`src/rtl/gbc_ppu_pkg.sv`:
```
// Shared types and default timing constants for the PPU mode sequencer.
package gbc_ppu_pkg;

    typedef enum logic [1:0] {
        HBLANK   = 2'd0,
        VBLANK   = 2'd1,
        OAM_SCAN = 2'd2,
        DRAW     = 2'd3
    } ppu_mode_e;

    localparam int DEF_DOTS_PER_LINE = 456;
    localparam int DEF_VISIBLE_LINES = 144;
    localparam int DEF_TOTAL_LINES   = 154;
    localparam int DEF_OAM_DOTS      = 80;
    localparam int DEF_MODE3_MIN     = 172;
    localparam int DEF_MODE3_MAX     = 289;

    // Dots at the start of the last line during which LY still shows its true value.
    localparam int LY153_DOTS = 4;

    // STAT[6:3] interrupt selects
    typedef struct packed {
        logic lyc;
        logic mode2;
        logic mode1;
        logic mode0;
    } stat_sel_t;

endpackage

```
`src/rtl/ISysCon.sv`:
```
// System clock / reset bundle shared by the PPU blocks.
interface ISysCon;
    logic CLK;
    logic RST;

    modport master (output CLK, output RST);
    modport slave  (input  CLK, input  RST);
endinterface

```
`src/rtl/gbc_stat_irq_gen.sv`:
```
// STAT interrupt line and its rising-edge pulse.
// Sources are OR-ed into one line, so a source that rises while another
// already holds the line high does not produce a new pulse.
module gbc_stat_irq_gen
    import gbc_ppu_pkg::*;
(
    ISysCon.slave       SysCon,
    input  logic        Clear,
    input  logic [1:0]  Mode,
    input  logic        LycMatch,
    input  logic [3:0]  StatSel,
    output logic        StatIrq
);

    stat_sel_t sel;
    ppu_mode_e mode_e;
    logic      stat_line;
    logic      stat_line_q;

    assign sel    = stat_sel_t'(StatSel);
    assign mode_e = ppu_mode_e'(Mode);

    // Combine the enabled interrupt sources into the STAT line
    always_comb begin
        stat_line = (sel.lyc   & LycMatch)
                  | (sel.mode2 & (mode_e == OAM_SCAN))
                  | (sel.mode1 & (mode_e == VBLANK))
                  | (sel.mode0 & (mode_e == HBLANK));
    end

    // Remember the previous line level and pulse on its 0->1 edge
    always_ff @(posedge SysCon.CLK) begin
        if (SysCon.RST || Clear) begin
            stat_line_q <= 1'b0;
            StatIrq     <= 1'b0;
        end else begin
            stat_line_q <= stat_line;
            StatIrq     <= stat_line & ~stat_line_q;
        end
    end

endmodule

```
`src/rtl/gbc_ppu_mode_sequencer.sv`:
```
// Dot/line scheduler for the GBC PPU: mode sequencing, LY / dot counters,
// VRAM/OAM locks and the VBlank / STAT / line-start pulses.
// Optional: GBC_LY153_QUIRK_EN makes LY read 0 after the first few dots of
// the last line of the frame.
//
// state    | meaning
// ---------+-----------------------------------------------------------
// HBLANK   | mode 0: after draw until line end; also LCD off and the
//          | OAM-scan slot of the first line after the LCD turns on
// VBLANK   | mode 1: lines VISIBLE_LINES..TOTAL_LINES-1
// OAM_SCAN | mode 2: dots 0..OAM_DOTS-1 of a visible line
// DRAW     | mode 3: from dot OAM_DOTS until Mode3Done or the forced end
module gbc_ppu_mode_sequencer
    import gbc_ppu_pkg::*;
#(
    parameter int DOTS_PER_LINE = DEF_DOTS_PER_LINE,
    parameter int VISIBLE_LINES = DEF_VISIBLE_LINES,
    parameter int TOTAL_LINES   = DEF_TOTAL_LINES,
    parameter int OAM_DOTS      = DEF_OAM_DOTS,
    parameter int MODE3_MIN     = DEF_MODE3_MIN,
    parameter int MODE3_MAX     = DEF_MODE3_MAX
) (
    ISysCon.slave       SysCon,
    input  logic        ClkEn,
    input  logic        LcdEnable,
    input  logic [7:0]  Lyc,
    input  logic [3:0]  StatSel,
    input  logic        Mode3Done,
    output logic [1:0]  Mode,
    output logic [7:0]  Ly,
    output logic [8:0]  Dot,
    output logic        LycMatch,
    output logic [2:0]  VideoStatus,
    output logic        OamLock,
    output logic        VramLock,
    output logic        LineStart,
    output logic        VBlankIrq,
    output logic        StatIrq
);

    localparam logic [1:0] ST_HBLANK   = HBLANK;
    localparam logic [1:0] ST_VBLANK   = VBLANK;
    localparam logic [1:0] ST_OAM_SCAN = OAM_SCAN;
    localparam logic [1:0] ST_DRAW     = DRAW;

    localparam logic [8:0] DOT_LAST     = 9'(DOTS_PER_LINE - 1);
    localparam logic [8:0] DOT_OAM_END  = 9'(OAM_DOTS);
    localparam logic [8:0] DOT_DRAW_MIN = 9'(OAM_DOTS + MODE3_MIN - 1);
    localparam logic [8:0] DOT_DRAW_MAX = 9'(OAM_DOTS + MODE3_MAX - 1);
    localparam logic [7:0] LY_LAST      = 8'(TOTAL_LINES - 1);
    localparam logic [7:0] LY_VBLANK    = 8'(VISIBLE_LINES);

    logic [8:0] dot_q,  dot_nx;
    logic [7:0] ly_q,   ly_nx;
    logic [7:0] ly_disp_q, ly_disp_nx;
    logic [1:0] mode_q, mode_nx;
    logic       first_q, first_nx;   // first line after LCD on: no OAM scan
    logic       adv_q;               // the previous edge advanced the dot
    logic       lyc_match_q;
    logic       oam_lock_q, vram_lock_q;
    logic       line_start_q, vblank_irq_q;
    logic       dot_wrap, draw_end;

    // Next dot/line/mode; everything holds when ClkEn is low
    always_comb begin
        dot_wrap   = (dot_q == DOT_LAST);
        draw_end   = (Mode3Done && (dot_q >= DOT_DRAW_MIN)) || (dot_q >= DOT_DRAW_MAX);
        dot_nx     = dot_q;
        ly_nx      = ly_q;
        first_nx   = first_q;
        mode_nx    = mode_q;
        ly_disp_nx = ly_disp_q;
        if (ClkEn) begin
            dot_nx   = dot_wrap ? 9'd0 : dot_q + 9'd1;
            ly_nx    = dot_wrap ? ((ly_q == LY_LAST) ? 8'd0 : ly_q + 8'd1) : ly_q;
            first_nx = first_q & ~dot_wrap;
            if (ly_nx >= LY_VBLANK)
                mode_nx = ST_VBLANK;
            else if (dot_nx < DOT_OAM_END)
                mode_nx = first_nx ? ST_HBLANK : ST_OAM_SCAN;
            else if (dot_nx == DOT_OAM_END)
                mode_nx = ST_DRAW;
            else if ((mode_q == ST_DRAW) && !draw_end)
                mode_nx = ST_DRAW;
            else
                mode_nx = ST_HBLANK;
            ly_disp_nx = ly_nx;
`ifdef GBC_LY153_QUIRK_EN
            if ((ly_nx == LY_LAST) && (dot_nx >= 9'(LY153_DOTS)))
                ly_disp_nx = 8'd0;
`endif
        end
    end

    // Timing state and registered outputs; LCD off forces the idle state
    always_ff @(posedge SysCon.CLK) begin
        if (SysCon.RST || !LcdEnable) begin
            dot_q        <= 9'd0;
            ly_q         <= 8'd0;
            ly_disp_q    <= 8'd0;
            mode_q       <= ST_HBLANK;
            first_q      <= 1'b1;
            adv_q        <= 1'b0;
            lyc_match_q  <= (Lyc == 8'd0);
            oam_lock_q   <= 1'b0;
            vram_lock_q  <= 1'b0;
            line_start_q <= 1'b0;
            vblank_irq_q <= 1'b0;
        end else begin
            dot_q        <= dot_nx;
            ly_q         <= ly_nx;
            ly_disp_q    <= ly_disp_nx;
            mode_q       <= mode_nx;
            first_q      <= first_nx;
            adv_q        <= ClkEn;
            lyc_match_q  <= (ly_disp_nx == Lyc);
            oam_lock_q   <= (mode_nx == ST_OAM_SCAN) || (mode_nx == ST_DRAW);
            vram_lock_q  <= (mode_nx == ST_DRAW);
            line_start_q <= adv_q && (dot_q == 9'd0) && (ly_q < LY_VBLANK);
            vblank_irq_q <= adv_q && (dot_q == 9'd0) && (ly_q == LY_VBLANK);
        end
    end

    gbc_stat_irq_gen u_stat_irq_gen (
        .SysCon   (SysCon),
        .Clear    (!LcdEnable),
        .Mode     (mode_q),
        .LycMatch (lyc_match_q),
        .StatSel  (StatSel),
        .StatIrq  (StatIrq)
    );

    assign Mode        = mode_q;
    assign Ly          = ly_disp_q;
    assign Dot         = dot_q;
    assign LycMatch    = lyc_match_q;
    assign VideoStatus = {lyc_match_q, mode_q};
    assign OamLock     = oam_lock_q;
    assign VramLock    = vram_lock_q;
    assign LineStart   = line_start_q;
    assign VBlankIrq   = vblank_irq_q;

endmodule

```
`src/flat_wrapper.sv`:
```
// flat-port wrapper written by rule: the top's interface ports become plain ports
module gbc_ppu_mode_sequencer_flat import gbc_ppu_pkg::*;
#(
    parameter int DOTS_PER_LINE = DEF_DOTS_PER_LINE,
    parameter int VISIBLE_LINES = DEF_VISIBLE_LINES,
    parameter int TOTAL_LINES   = DEF_TOTAL_LINES,
    parameter int OAM_DOTS      = DEF_OAM_DOTS,
    parameter int MODE3_MIN     = DEF_MODE3_MIN,
    parameter int MODE3_MAX     = DEF_MODE3_MAX
)
  (ClkEn, LcdEnable, Lyc, StatSel, Mode3Done, Mode, Ly, Dot, LycMatch, VideoStatus, OamLock, VramLock, LineStart, VBlankIrq, StatIrq, SysCon_CLK, SysCon_RST);
  ISysCon SysCon_i ();
  input  logic ClkEn;
  input  logic LcdEnable;
  input  logic [7:0] Lyc;
  input  logic [3:0] StatSel;
  input  logic Mode3Done;
  output logic [1:0] Mode;
  output logic [7:0] Ly;
  output logic [8:0] Dot;
  output logic LycMatch;
  output logic [2:0] VideoStatus;
  output logic OamLock;
  output logic VramLock;
  output logic LineStart;
  output logic VBlankIrq;
  output logic StatIrq;
  input wire logic [$bits(SysCon_i.CLK)-1:0] SysCon_CLK;
  input wire logic [$bits(SysCon_i.RST)-1:0] SysCon_RST;
  assign SysCon_i.CLK = SysCon_CLK;
  assign SysCon_i.RST = SysCon_RST;
  gbc_ppu_mode_sequencer #(.DOTS_PER_LINE(DOTS_PER_LINE), .VISIBLE_LINES(VISIBLE_LINES), .TOTAL_LINES(TOTAL_LINES), .OAM_DOTS(OAM_DOTS), .MODE3_MIN(MODE3_MIN), .MODE3_MAX(MODE3_MAX)) u_core (.SysCon(SysCon_i), .ClkEn(ClkEn), .LcdEnable(LcdEnable), .Lyc(Lyc), .StatSel(StatSel), .Mode3Done(Mode3Done), .Mode(Mode), .Ly(Ly), .Dot(Dot), .LycMatch(LycMatch), .VideoStatus(VideoStatus), .OamLock(OamLock), .VramLock(VramLock), .LineStart(LineStart), .VBlankIrq(VBlankIrq), .StatIrq(StatIrq));
endmodule
```
`config.mk`:
```
export PLATFORM = sky130hd
export DESIGN_NAME = gbc_ppu_mode_sequencer_flat
export DESIGN_NICKNAME = d
export VERILOG_FILES = /design/src/rtl/gbc_ppu_pkg.sv /design/src/rtl/ISysCon.sv /design/src/rtl/gbc_stat_irq_gen.sv /design/src/rtl/gbc_ppu_mode_sequencer.sv /design/src/flat_wrapper.sv
export SDC_FILE = /design/constraint.sdc
export NUM_CORES = 1
export LEC_CHECK = 0
export BUFFER_PORTS_ARGS = -buffer_cell sky130_fd_sc_hd__buf_2
export CORE_MARGIN = 8
export CORE_UTILIZATION = 30
export CTS_BUF_LIST = sky130_fd_sc_hd__clkbuf_8 sky130_fd_sc_hd__clkbuf_16
export DETAILED_ROUTE_END_ITERATION = 10
export HOLD_SLACK_MARGIN = 0.12
export SYNTH_ARGS = -nofsm -noshare
export SYNTH_HDL_FRONTEND = slang
export SYNTH_SLANG_ARGS = --single-unit
```
`constraint.sdc`:
```
create_clock -name SysCon_CLK -period 2.8 [get_ports SysCon_CLK]
set_clock_uncertainty 0.15 [all_clocks]
set_input_delay 0.14 -clock SysCon_CLK [delete_from_list [all_inputs] [get_ports SysCon_CLK]]
set_output_delay 0.14 -clock SysCon_CLK [all_outputs]
set_load 0.1 [all_outputs]
```
Yosys cells after proc, flatten, opt, wreduce, memory -nomap -nowiden:

Index checks and enable logic that the tools add are counted.

* bits in registers: 36
* word-level logic and storage cells: 65
* output and inout port bits: 28
* input bits: 17

* muxes and demuxes: 11
* bitwise logic cells: 11
* equality and inequality tests: 10
* $lt $le $gt $ge: 5
* add/sub/neg operators: 2
* reductions and logical operators: 13

Operators with widths (number)
* $mux 8: 3
* $eq 8x8->1 const B: 2
* $mux 2: 6
* $add 9x1->9 const B: 1
* $eq 9x7->1 const B: 1
* $eq 9x9->1 const B: 1
* $ge 9x8->1 const B: 1
* $ge 9x9->1 const B: 1
* $logic_not 9->1: 1
* $lt 9x7->1 const B: 1
* $mux 9: 1
* $add 8x1->8 const B: 1
* $eq 2x2->1 const B: 4
* $eq 8x8->1: 1
* $ge 8x8->1 const B: 1
* $logic_not 8->1: 1
* $lt 8x8->1 const B: 1
* $and 1x1->1: 6
* $logic_and 1x1->1: 5
* $logic_or 1x1->1: 3
* $or 1x1->1: 3
* $eq 2x1->1 const B: 1
* $logic_not 1->1: 2
* $logic_not 2->1: 1
* other kinds (2): 3

Longest topological paths before layout:

Gate-level depths: netlist of the first run.

* depth after elaboration: 12
* mapped depth: 10
* depth with buffers taken out: 9

By module:

Synthesis of the first run repeated with hierarchy kept, for this count alone.

* cells, all modules: 318
* area, all modules: 2448.6 um^2

By module, submodules not included
* gbc_ppu_mode_sequencer: cells each 310, sequential area each 680.7 um^2, area each 2357.3 um^2, times used 1
* gbc_stat_irq_gen: cells each 8, sequential area each 40.0 um^2, area each 91.3 um^2, times used 1

Worst setup path before layout of the first run:

Ideal clock, no wire load.

* path kind: flip-flop to flip-flop
* start: reg u_core.dot_q[0], in the netlist u_core.Dot[0]
* end: reg u_core.lyc_match_q, in the netlist u_core.LycMatch
* period minus slack after synthesis: 3.136 ns
* library setup time: 0.069 ns
* required time: 2.581 ns
* stages on the path, launching flop included: 9
* slack: -0.336 ns
* path buffers: 0
* arrival time: 2.917 ns
* cells stage by stage: dfxtp_1 -> ha_1 -> nand4_2 -> nor3_2 -> xnor2_1 -> mux2i_1 -> a21oi_1 -> a2111o_1 -> o21ai_1

* longest elaborated chain between the ends: 5

Ends and longest elaborated chain
* start: declaration: line gbc_ppu_mode_sequencer.sv:53 `logic [8:0] dot_q, dot_nx;`
* start signal: assignment: line gbc_ppu_mode_sequencer.sv:110 `dot_q <= dot_nx;`
* $eq 9x9->1: line gbc_ppu_mode_sequencer.sv:66 `dot_wrap = (dot_q == DOT_LAST);`
* $mux 8: line gbc_ppu_mode_sequencer.sv:75 `ly_nx = dot_wrap ? ((ly_q == LY_LAST) ? 8'd0 : ly_q + 8'd1) : ly_q;`
* $mux 8: line gbc_ppu_mode_sequencer.sv:73 `if (ClkEn) begin`
* $eq 8x8->1: line gbc_ppu_mode_sequencer.sv:116 `lyc_match_q <= (ly_disp_nx == Lyc);`
* $mux 1: line gbc_ppu_mode_sequencer.sv:97 `if (SysCon.RST || !LcdEnable) begin`
* end signal: assignment: line gbc_ppu_mode_sequencer.sv:104 `lyc_match_q <= (Lyc == 8'd0);`
* end signal: assignment: line gbc_ppu_mode_sequencer.sv:116
* end: declaration: line gbc_ppu_mode_sequencer.sv:59 `logic lyc_match_q;`

Every way passes these cells.
A chain may end at the register's enable or synchronous reset.

Worst setup path after layout of the first run:

* start: reg u_core.dot_q[3], in the netlist u_core.Dot[3]
* end: reg u_core.mode_q[1], in the netlist u_core.Mode[1]

* longest elaborated chain between the ends: 10
* elaborated cells on any way between the ends: 21
* classes of those cells: add/sub (1); order compare (4); eq/ne (2); mux (8); bitwise (2); reduce/logical (4)

Ends and longest elaborated chain
* parallel branches: the longest is 8 deep, another holds $add 9x1->9
* $mux 2 (*): line gbc_ppu_mode_sequencer.sv:77 `if (ly_nx >= LY_VBLANK)`
* $mux 2 (*): line gbc_ppu_mode_sequencer.sv:73
* end signal: assignment: line gbc_ppu_mode_sequencer.sv:113 `mode_q <= mode_nx;`
* end: declaration: line gbc_ppu_mode_sequencer.sv:56 `logic [1:0] mode_q, mode_nx;`

Mark *: on every way between the ends.

==> out/results.txt, run 1 <==
outcome - finished clean
Skew-Pair Late Insertion Delay - 0.30 ns
synthesized area per cell - 7.58 sq um
largest net degree at the start of global routing - 27
antenna violations before repair - 0
sequential area share after synthesis - 0.304
Setup Slack @ Placement - 0.229 ns
PnR worst setup slack - 0.135 ns
total of max-cap violations - 0
Die Span X - 105 microns
Worst EP required - 2.87 ns
Main synth FF type - dfxtp_1
vias in the first global route - 2,471
num rows - 32
DRC violations left - 0
multi-input combinational cell area - 1480 sq um
die area - 11,000 sq um
Diodes inserted - 0
total negative slack - 0 ns
Lkg Pwr - 0.00115 uW
GRT Resource Usage Total - 0.130
Mapped Nets - 336
H-tree Lvls - 2
part of the cycle the worst path needs - 0.952
clock buffer depth - 2
Avg WL per Cell - 15.5 microns
Cell Area, Synth - 2370 sq um
Post-CTS Setup Inserts - 0
power per cell area - 370 nW/um^2
Worst-path clk slew - 0.07 ns
DRT iter0 DRCs - 133
max_slew headroom - 0.673
GPL Wtd Cong - 0.867
unrepaired setup endpoints after global routing - false
I/O Buffers - 44
CTS sink cnt - 36
cts bufs inserted - 5
EDFF count, synth - 0
Hold Fails Final Rpt - 0
IO Pins - 45
minimum clock period - 2.66 ns
async set-reset flop share out of synthesis - 0
Yosys warnings - 0
share of cells above drive strength 1 - 0.224
Crit Path Max Fanout - 6
Highest Clock Rate - 0.375 GHz
NumNets Final - 384
die height - 105 microns
critical path launch point type - flip-flop
synthesized instance count - 313
starting density of the core - 0.308
critical path type - reg2reg
#FFs+latches synth - 36
final setup violation count - 0
measured slew at the worst slew-check pin - 0.494 ns
core area - 7690 sq um
worst path arrival time - 2.73 ns
Vias - 2,426
Netlist cell types - 51
hpwl dp - 5330 microns
Slew Limit Fails - 0
Root Driver - clkbuf_8
Syn-to-layout area delta - 21.5%
TritonCTS clock tree - built
Hold Crit Class - in2reg
first-pass GRT wire length - 12,100 microns
Worst Setup End Kind - flip-flop
hold_buf cts - 8
drt first pass iters - 4
total grt overflow - 0
FF/Latch Area - 728 sq um
ANT nets after route - 0
maximum VDD drop - 0.000207 V
vias per cell - 5.24
PostCTS Resize Cnt - 0
WL final - 7170 microns
Filler cells - 836
[cell families (layout without fill, tap and decap cells)]
family,Yosys count,in the layout,share of synthesized area
AO/OA/AOI/OAI,70,70,0.179
multiplexers,5,5,0.0211
buffers and inverters,36,84,0.0707
AND/OR/NAND/NOR,142,142,0.327
XOR/XNOR,18,18,0.0665
flip-flops,36,36,0.304
adder cells (fa/ha/maj),6,6,0.0317
[per-stage QoR]
step                      hold slack (ns)  utilization  total power [uW]  area [sq um]  instances
after floorplan                     0.129            -               619          2380        313
after global placement              0.233        0.352               658          2710        448
after detailed placement            0.232        0.352               658          2710        448
after CTS                           0.138        0.375              1080          2880        463
after global routing                0.169        0.375              1110          2880        463
final                               0.131        0.375              1070          2880        463
[cell type report]
class | instances | share of cell area
clock buffers | 7 | 0.0334
flip-flops and latches | 36 | 0.253
repair buffers | 66 | 0.141
multi-input cells | 241 | 0.515
well taps | 102 | 0.0443
inverters | 11 | 0.0143
[cell usage in the layout, fill, tap and decap left out, types with 2 or more instances in the layout]
cell	netlist	final
buf_2	5	44
nor2_1	37	37
nand2_1	35	35
dfxtp_1	36	30
a21oi_1	26	26
o21ai_0	17	17
buf_4	3	14
nand4_1	12	12
nand3_1	12	12
inv_1	11	11
xnor2_1	11	11
dlygate4sd3_1	0	8
nor3_1	7	7
xor2_1	7	7
clkbuf_8	0	7
ha_1	6	6
dfxtp_2	0	6
and3_1	5	5
a211oi_1	5	5
mux2i_1	5	5
or3_1	5	5
nor2b_1	4	4
o22ai_1	4	4
nor4_4	3	3
nor4_1	3	3
nand3b_1	3	3
or4_1	3	3
a31oi_1	3	3
or2_2	2	2
o211ai_1	2	2
o2111ai_1	2	2
o31ai_1	2	2
nand4b_1	2	2
[worst paths after layout]
path / depth (start not counted) / end / start / slack (ns)
setup / recovery: 7 / u_core.Mode[1] / u_core.Dot[3] / 0.14
hold / removal: 5 / u_core.u_stat_irq_gen.StatIrq / StatSel[0] / 0.13
setup reg to reg: 7 / u_core.Mode[1] / u_core.Dot[3] / 0.14
hold reg to reg: 1 / u_core.u_stat_irq_gen.StatIrq / u_core.u_stat_irq_gen.stat_line_q / 0.24
[sequential cells by signal, indices dropped and copies added, names as in the netlist]
register,flops
u_core.Dot,9
u_core.LineStart,1
u_core.Ly,8
u_core.LycMatch,1
u_core.Mode,2
u_core.OamLock,1
u_core.VBlankIrq,1
u_core.VramLock,1
u_core.adv_q,1
u_core.first_q,1
u_core.ly_q,8
u_core.u_stat_irq_gen.StatIrq,1
u_core.u_stat_irq_gen.stat_line_q,1
[report_power, final]
part	total, uW	internal, uW	switching (uW)
Clock	413	219	194
Sequential	523	518	5.33
Combinational	131	41.6	89.1
[layer usage]
layer,GRT usage,vias to the layer above,share of wire
met4,0.0347,0,0.013
met1,0.166,1139,0.47
met5,0,-,0
met2,0.216,65,0.47
met3,0.0270,11,0.048
li1,-,1211,-
[cells in the mapped netlist (all sizes together) (5+ instances only)]
master	n	area [sq um]
or3	5	31.3
inv	11	41.3
nand2	35	131
dfxtp	36	721
buf	12	77.6
nor4	7	95.1
a211oi	5	37.5
nand4	13	87.6
nand3	12	60.1
and3	5	31.3
a21oi	26	130
nor2	37	139
mux2i	5	50.1
xnor2	11	96.3
ha	6	75.1
nor3	8	45.0
o21ai	18	90.1
xor2	7	61.3
clkbuf	13	48.8
[critical path, cell delays in order (launching register included)]
cell,delay (ns)
dfxtp_1,0.31
or4b_1,0.74
nor4_4,0.39
xnor2_1,0.19
nand2_1,0.12
o21ai_0,0.38
nand2_1,0.16
o22ai_1,0.16
Note: power is estimated with default switching activity, not from simulation.
==> inputs of run 2 (changes only) <==
--- a/config.mk
+++ b/config.mk
@@ -7,10 +7,11 @@
 export LEC_CHECK = 0
 export BUFFER_PORTS_ARGS = -buffer_cell sky130_fd_sc_hd__buf_2
 export CORE_MARGIN = 8
-export CORE_UTILIZATION = 30
+export CORE_UTILIZATION = 45
 export CTS_BUF_LIST = sky130_fd_sc_hd__clkbuf_8 sky130_fd_sc_hd__clkbuf_16
 export DETAILED_ROUTE_END_ITERATION = 10
 export HOLD_SLACK_MARGIN = 0.12
+export PLACE_DENSITY = 0.67
 export SYNTH_ARGS = -nofsm -noshare
 export SYNTH_HDL_FRONTEND = slang
 export SYNTH_SLANG_ARGS = --single-unit
==> out/results.txt, run 2 (synthesis gave the netlist of run 1 again) <==
PnR worst setup slack - 0.247 ns (+0.112 ns)
antenna violations before repair - 0 (unchanged)
die area - 7850 sq um (-29%)
NumNets Final - 382 (-0.52%)
num rows - 26 (-19%)
M1 GR Usage - 0.228 (+0.0622)
DRT iter0 DRCs - 206 (+55%)
Pwr Total - 1040 uW (-2.9%)
TritonCTS clock tree - built
vias in the first global route - 2,277 (-7.9%)
clock buffer depth - 2 (unchanged)
GRT busiest layer - met2
Avg WL per Cell - 15.8 microns (+1.9%)
IO Pins - 45 (unchanged)
WL final - 6790 microns (-5.3%)
minimum clock period - 2.55 ns (-0.112 ns)
multi-input combinational cell area - 1480 sq um (unchanged)
part of the cycle the worst path needs - 0.912 (-0.0400)
Root Driver - clkbuf_8
max_slew headroom - 0.675 (+0.00191)
critical path launch point type - flip-flop
Vias - 2,434 (+0.33%)
largest net degree at the start of global routing - 26 (-3.7%)
Lkg Pwr - 0.00113 uW (-1.7%)
Hold Crit Class - in2reg
CTS sink cnt - 36 (unchanged)
final setup violation count - 0 (unchanged)
critical path type - reg2reg
total of max-cap violations - 0 (unchanged)
drt first pass iters - 4 (unchanged)
hpwl dp - 5000 microns (-6.2%)
DRC violations left - 0 (unchanged)
cts bufs inserted - 5 (unchanged)
Slew Limit Fails - 0 (unchanged)
Skew-Pair Late Insertion Delay - 0.30 ns (about the same)
Crit Path Max Fanout - 6 (unchanged)
Post-CTS Setup Inserts - 0 (unchanged)
most frequent cells in the layout - buf_2 (44), nor2_1 (37), nand2_1 (35)
share of cells above drive strength 1 - 0.225 (+0.000623)
Worst Setup End Kind - flip-flop
first-pass GRT wire length - 11,300 microns (-6.2%)
GPL Wtd Cong - 0.899 (+3.7%)
Diodes inserted - 0 (unchanged)
Worst EP required - 2.88 ns (about the same)
met2 Use GR - 0.298 (+0.0817)
Syn-to-layout area delta - 18.9%
measured slew at the worst slew-check pin - 0.491 ns (-0.00288 ns)
starting density of the core - 0.464 (+0.156)
Highest Clock Rate - 0.392 GHz (+4.4%)
I/O Buffers - 44 (unchanged)
worst path arrival time - 2.63 ns (-0.10 ns)
power per cell area - 367 nW/um^2 (-0.78%)
unrepaired setup endpoints after global routing - false
vias per cell - 5.66 (+8.0%)
GRT Resource Usage Total - 0.182 (+0.0521)
outcome - finished clean
H-tree Lvls - 2 (unchanged)
die height - 88.6 microns (-16%)
Largest register FFs - 9 (unchanged)
met3 Usage GRT - 0.0362 (+0.00918)
worst hold slack - 0.142 ns (+0.0110 ns)
ANT nets after route - 0 (unchanged)
Filler cells - 498 (-40%)
FF/Latch Area - 728 sq um (unchanged)
total grt overflow - 0 (unchanged)
core area - 5110 sq um (-34%)
Worst-path clk slew - 0.08 ns (about the same)
Setup Slack @ Placement - 0.208 ns (-0.0211 ns)
total negative slack - 0 ns (unchanged)
maximum VDD drop - 0.000223 V (+8.1%)
most common cell after layout, fill and taps aside - buf_2
Core Util, Final - 0.552 (+0.177)
Die Span X - 88.6 microns (-16%)
Hold Fails Final Rpt - 0 (unchanged)
[run 2: timing repair]
action,4_1_cts,5_1_grt
hold buffers,7,0
hold endpoints to repair,9,0
gates resized for setup,0,1
setup endpoints to repair,0,1
[run 2: per-stage QoR]
| stage | std cells | instance area, sq um |
|---|---|---|
| final | 430 | 2820 |
| after global routing | 430 | 2820 |
| after CTS | 430 | 2820 |
| after detailed placement | 415 | 2660 |
| after global placement | 415 | 2660 |
| after floorplan | 313 | 2380 |
[run 2: area by class of cell]
| class | count | share of cell area |
|---|---|---|
| Clock inverter | 3 | 0.00843 |
| Timing Repair Buffer | 64 | 0.138 |
| Inverter | 11 | 0.0146 |
| Tap cell | 70 | 0.0311 |
| Multi-Input combinational cell | 241 | 0.526 |
| Clock buffer | 5 | 0.0244 |
| Sequential cell | 36 | 0.258 |
[run 2: per-layer routing]
metal  up-vias  wire (microns)
li1       1209               -
met1      1125            2960
met2        86            3270
met3        14             420
met4         0             136
met5         -               0
[run 2: worst paths after layout]
path              depth (start not counted)                             to  slack (ns)                         startpoint
hold reg to reg                           1  u_core.u_stat_irq_gen.StatIrq        0.25  u_core.u_stat_irq_gen.stat_line_q
hold / removal                            3                 u_core.ly_q[6]        0.14                              ClkEn
setup reg to reg                          7                u_core.LycMatch        0.25                      u_core.Dot[3]
setup / recovery                          7                u_core.LycMatch        0.25                      u_core.Dot[3]
[run 2: worst max-delay path, cell delays in order, from the launching register on]
cell       delay, ns
dfxtp_1         0.31
or4b_1          0.73
nor4_2          0.45
xor2_1          0.12
mux2i_1         0.22
mux2i_1         0.24
o2111ai_1       0.12
o21ai_1         0.14
[run 2: power by group]
group | internal [uW] | switching, uW | leakage [uW]
registers | 517 | 5.05 | 0.000294
clock network | 176 | 207 | 0.0000404
logic | 40.8 | 89.7 | 0.000795
==> inputs of run 3 (changes only) <==
--- a/config.mk
+++ b/config.mk
@@ -6,12 +6,13 @@
 export NUM_CORES = 1
 export LEC_CHECK = 0
 export BUFFER_PORTS_ARGS = -buffer_cell sky130_fd_sc_hd__buf_2
+export CORE_ASPECT_RATIO = 0.5
 export CORE_MARGIN = 8
 export CORE_UTILIZATION = 45
 export CTS_BUF_LIST = sky130_fd_sc_hd__clkbuf_8 sky130_fd_sc_hd__clkbuf_16
 export DETAILED_ROUTE_END_ITERATION = 10
 export HOLD_SLACK_MARGIN = 0.12
-export PLACE_DENSITY = 0.67
+export PLACE_DENSITY = 0.7
 export SYNTH_ARGS = -nofsm -noshare
 export SYNTH_HDL_FRONTEND = slang
 export SYNTH_SLANG_ARGS = --single-unit
==> out/results.txt, run 3 (synthesis gave the netlist of run 1 again) <==
outcome - finished clean
antenna violations before repair - 0 (unchanged)
I/O Buffers - 44 (unchanged)
PnR worst setup slack - 0.185 ns (-0.0619 ns)
total grt overflow - 0 (unchanged)
maximum VDD drop - 0.000224 V (+0.13%)
worst hold path stage count - 4 (+1)
Hold Crit Class - in2reg
drt first pass iters - 5 (+1)
Post-CTS Setup Inserts - 0 (unchanged)
most common cell after layout, fill and taps aside - buf_2
minimum clock period - 2.61 ns (+0.0619 ns)
Hold Fails Final Rpt - 0 (unchanged)
dpl cell area - 2670 sq um (+0.28%)
first-pass GRT wire length - 11,300 microns (-0.19%)
TritonCTS clock tree - built
total of max-cap violations - 0 (unchanged)
NumNets Final - 383 (+0.26%)
CTS sink cnt - 36 (unchanged)
GRT Resource Usage Total - 0.172 (-0.0102)
power per cell area - 392 nW/um^2 (+6.7%)
critical path type - reg2reg
Lkg Pwr - 0.00115 uW (+1.7%)
hold_buf cts - 7 (unchanged)
core area - 5000 sq um (-2.1%)
Slowest-stage cell, CP - or4b_1
Root Driver - clkbuf_8
share of cells above drive strength 1 - 0.227 (+0.00215)
part of the cycle the worst path needs - 0.934 (+0.0221)
final setup violation count - 0 (unchanged)
starting density of the core - 0.474 (+0.00999)
num rows - 18 (-31%)
hpwl dp - 4990 microns (-0.15%)
measured slew at the worst slew-check pin - 0.492 ns (+0.000281 ns)
DRT iter0 DRCs - 217 (+5.3%)
largest net degree at the start of global routing - 26 (unchanged)
ANT nets after route - 0 (unchanged)
Skew-Pair Late Insertion Delay - 0.29 ns (about the same)
DRC violations left - 0 (unchanged)
vias per cell - 5.75 (+1.7%)
critical path launch point type - flip-flop
Setup Slack @ Placement - 0.234 ns (+0.0264 ns)
cts bufs inserted - 5 (unchanged)
max_slew headroom - 0.674 (about the same)
die area - 7990 sq um (+1.8%)
Worst path max stage delay - 0.75 ns (+0.02 ns)
worst hold slack - 0.126 ns (-0.0163 ns)
Die Span X - 119 microns (+34%)
worst path arrival time - 2.69 ns (+0.06 ns)
Worst EP required - 2.88 ns (about the same)
Avg WL per Cell - 15.5 microns (-1.9%)
vias in the first global route - 2,271 (-0.26%)
GPL Wtd Cong - 0.898 (-0.10%)
total negative slack - 0 ns (unchanged)
WL final - 6670 microns (-1.7%)
Vias - 2,480 (+1.9%)
die height - 67.3 microns (-24%)
Slew Limit Fails - 0 (unchanged)
Crit Path Max Fanout - 6 (unchanged)
Diodes inserted - 0 (unchanged)
Worst Setup End Kind - flip-flop
most used cell, CP - nand2_1
clock buffer depth - 2 (unchanged)
IO Pins - 45 (unchanged)
most frequent cells in the layout - buf_2 (44), nor2_1 (37), nand2_1 (35)
PostCTS Resize Cnt - 0 (unchanged)
H-tree Lvls - 2 (unchanged)
post-route cell area - 2850 sq um (+0.93%)
Worst-path clk slew - 0.08 ns (about the same)
Worst R2R Path Depth - 7 (unchanged)
Syn-to-layout area delta - 20.1%
unrepaired setup endpoints after global routing - false
Filler cells - 478 (-4.0%)
Highest Clock Rate - 0.382 GHz (-2.4%)
Critical Path, Cell by Cell - or4b_1 > nor4_4 > xnor2_1 > nand2_1 > o21ai_0 > nand2_1 > o22ai_1
Largest register FFs - 9 (unchanged)
[run 3: changes by cell type in the layout (fill, tap and decap cells not counted), sizes merged]
cell      previous run  this run
buf                 57        58
bufinv               0         1
clkinvlp             2         1
[run 3: worst max-delay path: cells and delay by family, from the launching register on]
family | cells | cell delay (ns)
compound gates | 2 | 0.49
xor+xnor | 1 | 0.19
flops | 1 | 0.32
simple gates | 4 | 1.41
[run 3: layer usage]
metal | vias to the layer above | GRT usage | routed length, microns
li1 | 1209 | - | -
met1 | 1181 | 0.228 | 3150
met2 | 85 | 0.277 | 3040
met3 | 5 | 0.0399 | 416
met4 | 0 | 0.0499 | 61
met5 | - | 0 | 0
[run 3: cell type report]
| class | count | area (sq um) | share of cell area |
|---|---|---|---|
| Clock buffer | 5 | 68.8 | 0.0242 |
| Clock inverter | 3 | 42.5 | 0.0149 |
| Inverter | 11 | 41.3 | 0.0145 |
| Multi-Input combinational cell | 241 | 1480 | 0.521 |
| Sequential cell | 36 | 728 | 0.256 |
| Tap cell | 70 | 87.6 | 0.0308 |
| Timing Repair Buffer | 65 | 395 | 0.139 |
[run 3: path summary, 6_finish.rpt]
path	startpoint	slack (ns)	endpoint
worst max-delay path	u_core.Dot[3]	0.19	u_core.Mode[1]
worst max register to register	u_core.Dot[3]	0.19	u_core.Mode[1]
worst min register to register	u_core.u_stat_irq_gen.stat_line_q	0.25	u_core.u_stat_irq_gen.StatIrq
worst min-delay path	StatSel[2]	0.13	u_core.u_stat_irq_gen.StatIrq
[run 3: per-stage QoR]
step	utilization	instances	total power, uW
3_5_place_dp	0.533	416	657
5_1_grt	0.569	431	1160
6_report	0.569	431	1110
2_1_floorplan	-	313	619
4_1_cts	0.569	431	1120
3_3_place_gp	0.533	416	657
[run 3: power by group]
part / switching [uW] / total [uW] / leakage, uW / internal (uW)
clock: 199 / 462 / 0.0000541 / 263
combinational: 89.3 / 130 / 0.000800 / 40.8
sequential: 5.22 / 523 / 0.000294 / 518
